### src/rtl/insn_fetch.sv
// insn_fetch -- opcode fetch sequencer with reset/NMI/IRQ opcode injection.
//
// Tracks whether the decoder is executing an instruction (EXEC) or the bus
// is in an opcode-fetch cycle (FETCH). On a fetch the opcode is taken
// from the data bus, or replaced by BRK_OPCODE when an interrupt is
// being serviced. Reset also injects BRK_OPCODE, so the decoder runs the
// reset sequence as an ordinary instruction.
//
// Optional feature macro: INSN_FETCH_INT_INJECT_EN
//   defined   -> NMI (falling-edge, latched) and IRQ (level, maskable by
//                i_flag) are detected and injected at fetch time.
//   undefined -> nmi/irq/i_flag are ignored, nmi_pending is tied low and
//                every fetch captures data_in.
//
// Ports
//   clk            in   clock, all state changes on rising edge
//   rst            in   synchronous active-high reset
//   data_in[7:0]   in   data-bus read value (opcode during fetch)
//   rdy            in   1 = advance, 0 = stall
//   sync_req       in   decoder's last micro-step; next cycle fetches
//   nmi            in   non-maskable interrupt, active-low, edge
//   irq            in   maskable interrupt, active-low, level
//   i_flag         in   interrupt-disable flag from the PSR
//   insn[7:0]      out  opcode presented to the decoder
//   sync           out  high during the opcode-fetch cycle
//   int_kind[1:0]  out  00 none/BRK, 01 IRQ, 10 NMI, 11 RESET
//   pc_inc_inhibit out  high while an injected opcode executes
//   nmi_pending    out  NMI edge seen, not yet serviced

module insn_fetch #(
  parameter logic [7:0] BRK_OPCODE = 8'h00
) (
  input  logic       clk,
  input  logic       rst,
  input  logic [7:0] data_in,
  input  logic       rdy,
  input  logic       sync_req,
  input  logic       nmi,
  input  logic       irq,
  input  logic       i_flag,
  output logic [7:0] insn,
  output logic       sync,
  output logic [1:0] int_kind,
  output logic       pc_inc_inhibit,
  output logic       nmi_pending
);

  typedef enum logic {EXEC = 1'b0, FETCH = 1'b1} state_t;

  localparam logic [1:0] KIND_NONE  = 2'b00;
  localparam logic [1:0] KIND_IRQ   = 2'b01;
  localparam logic [1:0] KIND_NMI   = 2'b10;
  localparam logic [1:0] KIND_RESET = 2'b11;

  state_t     state_reg, state_next;
  logic       sync_reg;
  logic [7:0] insn_reg;
  logic [1:0] int_kind_reg;
  logic       pc_inc_inhibit_reg;
  logic       nmi_pending_reg;
  logic       capture;
  logic       take_nmi;
  logic       take_irq;

  // State register. sync is registered from the next state so it is
  // high for exactly the cycles the FSM sits in FETCH.
  always_ff @(posedge clk) begin
    if (rst) begin
      state_reg <= EXEC;
      sync_reg  <= 1'b0;
    end else begin
      state_reg <= state_next;
      sync_reg  <= (state_next == FETCH);
    end
  end

  // Next-state logic: rdy low freezes sequencing in either state.
  always_comb begin
    state_next = state_reg;
    case (state_reg)
      EXEC:    if (sync_req && rdy) state_next = FETCH;
      FETCH:   if (rdy)             state_next = EXEC;
      default: state_next = EXEC;
    endcase
  end

  assign capture = (state_reg == FETCH) && rdy;

`ifdef INSN_FETCH_INT_INJECT_EN
  logic nmi_prev_reg;
  logic nmi_fall;

  assign nmi_fall = nmi_prev_reg && !nmi;
  assign take_nmi = nmi_pending_reg;
  // IRQ is level-sampled in the fetch cycle only; nothing is latched.
  assign take_irq = !irq && !i_flag;

  // Edge detector runs regardless of rdy. A fresh edge arriving in the
  // same cycle an NMI is serviced keeps the pending bit set, queueing it.
  always_ff @(posedge clk) begin
    if (rst) begin
      nmi_prev_reg    <= 1'b1;
      nmi_pending_reg <= 1'b0;
    end else begin
      nmi_prev_reg    <= nmi;
      nmi_pending_reg <= nmi_fall || (nmi_pending_reg && !(capture && take_nmi));
    end
  end
`else
  logic unused_int_inputs;

  assign unused_int_inputs = nmi ^ irq ^ i_flag;
  assign take_nmi          = 1'b0;
  assign take_irq          = 1'b0;

  always_ff @(posedge clk) begin
    nmi_pending_reg <= 1'b0;
  end
`endif

  // Opcode capture. Interrupt priority is NMI over IRQ over memory; a BRK
  // opcode fetched from memory still reports KIND_NONE.
  always_ff @(posedge clk) begin
    if (rst) begin
      insn_reg           <= BRK_OPCODE;
      int_kind_reg       <= KIND_RESET;
      pc_inc_inhibit_reg <= 1'b1;
    end else if (capture) begin
      if (take_nmi) begin
        insn_reg           <= BRK_OPCODE;
        int_kind_reg       <= KIND_NMI;
        pc_inc_inhibit_reg <= 1'b1;
      end else if (take_irq) begin
        insn_reg           <= BRK_OPCODE;
        int_kind_reg       <= KIND_IRQ;
        pc_inc_inhibit_reg <= 1'b1;
      end else begin
        insn_reg           <= data_in;
        int_kind_reg       <= KIND_NONE;
        pc_inc_inhibit_reg <= 1'b0;
      end
    end
  end

  // Output logic.
  always_comb begin
    insn           = insn_reg;
    sync           = sync_reg;
    int_kind       = int_kind_reg;
    pc_inc_inhibit = pc_inc_inhibit_reg;
    nmi_pending    = nmi_pending_reg;
  end

endmodule

### config.mk
export PLATFORM = sky130hd
export DESIGN_NAME = insn_fetch
export DESIGN_NICKNAME = d
export VERILOG_FILES = /design/src/rtl/insn_fetch.sv
export SDC_FILE = /design/constraint.sdc
export NUM_CORES = 1
export LEC_CHECK = 0
export ABC_AREA = 0
export BUFFER_PORTS_ARGS = -buffer_cell sky130_fd_sc_hd__buf_2
export CORE_AREA = 2 2 39 41
export DETAILED_ROUTE_END_ITERATION = 8
export DIE_AREA = 0 0 41 43
export PLACE_DENSITY = 0.8
export SYNTH_ARGS = -nofsm -noshare
export SYNTH_HDL_FRONTEND = slang
export SYNTH_SLANG_ARGS = --single-unit
### constraint.sdc
create_clock -name clk -period 2.5 [get_ports clk]
set_clock_uncertainty 0.1 [all_clocks]
set_input_delay 0.25 -clock clk [delete_from_list [all_inputs] [get_ports clk]]
set_output_delay 0.25 -clock clk [all_outputs]
set_load 0.005 [all_outputs]
==> qor.csv <==
stage,metric,value,unit
floorplan,height of the die,43,um
clock_network,clock network latency to the later pin of the worst-skew pair,0.26,ns
power,leakage component of the power,0.000272,uW
sta,transition time of the tightest slew-check pin,0.627,ns
sta,final count of pins violating max slew,0,
power,post-layout power,347,uW
critical_path,delay of the slowest cell on the worst path,0.72,ns
critical_path,top cell family by delay on the critical path,flip-flops,
global_routing,Global Route met1 Usage,12.1,%
sta,unrepaired setup endpoints after global routing,no,
drt,Initial DRC Count,2,
global_routing,aggregate global routing overflow,0,
sta,Max-slew headroom,58.1,%
global_routing,highest-utilization routing layer at the global route stage,met2,
global_routing,via count of the first global-routing pass,321,
clock_network,Post-CTS Hold Fix Bufs,0,
logic_synthesis,number of nets produced by synthesis,63,
clock_network,Longest Clk Path Bufs,2,
job,Max-cap violations,0,
logic_synthesis,cell count after synthesis,48,
power,combinational cell fraction of total power,9.7,%
drt,remaining antenna violation count,0,
sta,final count of hold timing violations,0,
logic_synthesis,share of Yosys cell area claimed by the top area cell type,41.5,%
logic_synthesis,synthesized area,483,um^2
clock_network,number of clock sinks,10,
clock_network,clock root buffer,clkbuf_4,
logic_synthesis,dominant cell type by area after synthesis,dfxtp_1,
finish,"Net count, final",83,
critical_path,capturing element type of the critical path,output port,
global_routing,met3 track demand over resource,7.85,%
placed_design,number of buffer cells added on primary ports,23,
clock_network,number of resized instances in the post-cts repair step,0,
global_routing,global-route wire length before repair,1240,um
finish,number of filler cells placed in the layout,140,
floorplan,floorplan die width,41,um
clock_network,number of buffers created by CTS,3,
logic_synthesis,Synth cell types,15,
floorplan,initial standard-cell utilization of the core,34.9,%
logic_synthesis,top cells by area in the synthesized netlist,"dfxtp_1 41%, a21bo_2 10%, a21oi_1 8.3%, nand3_1 8.3%, a21bo_1 6.2%",
drt,residual DRC count,0,
finish,Storage cell area,200,um^2
floorplan,core box area,0.00138,mm^2
drt,DR vias/cell,4.80,
worst_hold_path,Hold Path Class,input port to flop,
finish,post-layout instance area,583,um^2
logic_synthesis,average footprint of a synthesized cell,10.1,um^2
placed_design,RD Place Congestion,0.612,
worst_hold_path,worst min-delay path startpoint,data_in[2],
drt,drt wl/cell,10.5,um
floorplan,die area,0.00176,mm^2
power,areal power density over the cells,595,mW/mm^2
critical_path,Critical-path top delay cell,dfxtp_1,
critical_path,data required time at the worst endpoint,2.15,ns
drt,final wirelength,872,um
logic_synthesis,prevailing post-synth register cell,dfxtp_1,
clock_network,# Post-CTS Setup Buffers,0,
sta,final count of negative-setup-slack endpoints,0,
logic_synthesis,top-count cell post-synth,dfxtp_1,
status,status,completed,
critical_path,worst-path cell chain,buf_2,
placed_design,worst-case setup slack after placement,1.23,ns
global_routing,largest net degree at the start of global routing,21,
power,switching power,76.2,uW
critical_path,critical path data arrival time,1.21,ns
placed_design,hpwl dp,616,um
power,clock network fraction of design power,41.2,%
sta,portion of the clock cycle consumed by the worst path in the final layout,62.3,%
critical_path,Worst Path Buf+Inv,1,
floorplan,number of placement rows,14,
sta,"Min Clock Period, post-route",1.56,ns
clock_network,clock edge transition at the registers on the reported setup and hold paths,0.06,ns
logic_synthesis,sequential share of the synthesized area,41.5,%
logic_synthesis,number of warnings printed during yosys synthesis,0,
logic_synthesis,share of async-settable or async-resettable flops after synthesis,0,%
global_routing,gr usage total,10.9,%
finish,number of antenna diodes,0,
finish,post-layout instance count excluding filler cells,83,
critical_path,type of the worst setup path,flop to output port,
global_routing,met2 global-route usage,15.6,%
critical_path,launching instance or port of the critical path,sync,
finish,total area of multi-input combinational cells,211,um^2
logic_synthesis,number of enable flip-flop cells after synthesis,0,
finish,Layout Area Growth over Synthesis,20.7,%
finish,fraction of layout cells with a size suffix above 1,50.7,%
critical_path,sort of element at the start of the critical path,flop,
logic_synthesis,list of most frequent post-synthesis cells,"10 x dfxtp_1, 8 x a21oi_1, 8 x nand3_1, 5 x a21bo_2, 4 x buf_4",
global_routing,number of antenna violations at the first check in global routing,0,
power,Net Sw Frac,22.0,%
drt,vias,398,
sta,setup ws final,0.943,ns
critical_path,critical register-to-register path startpoint,sync,
placed_design,area post-placement,547,um^2
sta,post-route setup TNS,0,ns
power,sequential fraction of design power,49.2,%
placed_design,Placed Cells,79,
finish,number of flip-flops under the largest register name,8,
logic_synthesis,Synth Register Bits,10,
drt,iteration count of the initial detailed-routing pass,4,
clock_network,# H-tree levels,1,
critical_path,CP max FO,20,
power,cell-internal power,271,uW
power,worst ir drop on vdd,0.000325,V
clock_network,clock tree from TritonCTS,built,
floorplan,IO Count,28,
sta,maximum clock frequency,642,MHz
layout by cell type (no fill, tap or decap):
cell / instances
conb_1: 1
nand2_1: 1
a21bo_1: 3
a21o_1: 1
dfxtp_1: 10
buf_2: 23
a21oi_1: 8
clkbuf_4: 3
or2b_1: 1
nand3b_4: 1
a21bo_2: 5
nand3_1: 8
a21oi_2: 1
clkbuf_8: 1
power by group through the flow:
stage | Clock [uW] | Sequential, uW | Combinational (uW)
2_1_floorplan | 0 | 171 | 30.2
3_3_place_gp | 0 | 174 | 33.3
3_5_place_dp | 0 | 174 | 34.0
4_1_cts | 149 | 171 | 34.0
5_1_grt | 156 | 172 | 37.8
6_report | 143 | 171 | 33.6
routing by layer:
metal | vias up | wire length (um)
met5 | - | 0
met4 | 0 | 0
met3 | 0 | 105
met2 | 21 | 382
met1 | 176 | 384
li1 | 201 | -
final cells by class:
class / instances / share of cell area (%)
sequential: 10 / 34.3
multi-input combinational: 30 / 36.3
timing repair buffer: 23 / 19.7
clock buffer: 4 / 6.22
tap: 16 / 3.43
worst paths after layout:
| kind | end | slack [ns] | cells after the start |
|---|---|---|---|
| max | sync | 0.94 | 1 |
| min | insn[2] | 0.13 | 3 |
| max reg2reg | sync | 1.22 | 2 |
| min reg2reg | int_kind[0] | 0.40 | 1 |
cells by family (layout without fill, tap and decap cells):
| group | Yosys count | count (layout) | share of synthesized area (%) |
|---|---|---|---|
| compound gates | 18 | 18 | 28.2 |
| simple gates | 11 | 11 | 14.8 |
| flops | 10 | 10 | 41.5 |
| buf+inv | 8 | 27 | 14.8 |
| other cells | 1 | 1 | 0.776 |
per-stage QoR:
step,utilization (%),hold WS [ns]
3_5_place_dp,39.5,0.387
4_1_cts,42.1,0.127
2_1_floorplan,-,0.296
3_3_place_gp,39.5,0.375
5_1_grt,42.1,0.129
6_report,42.1,0.135
No activity file was read; power rests on OpenSTA's default activity.
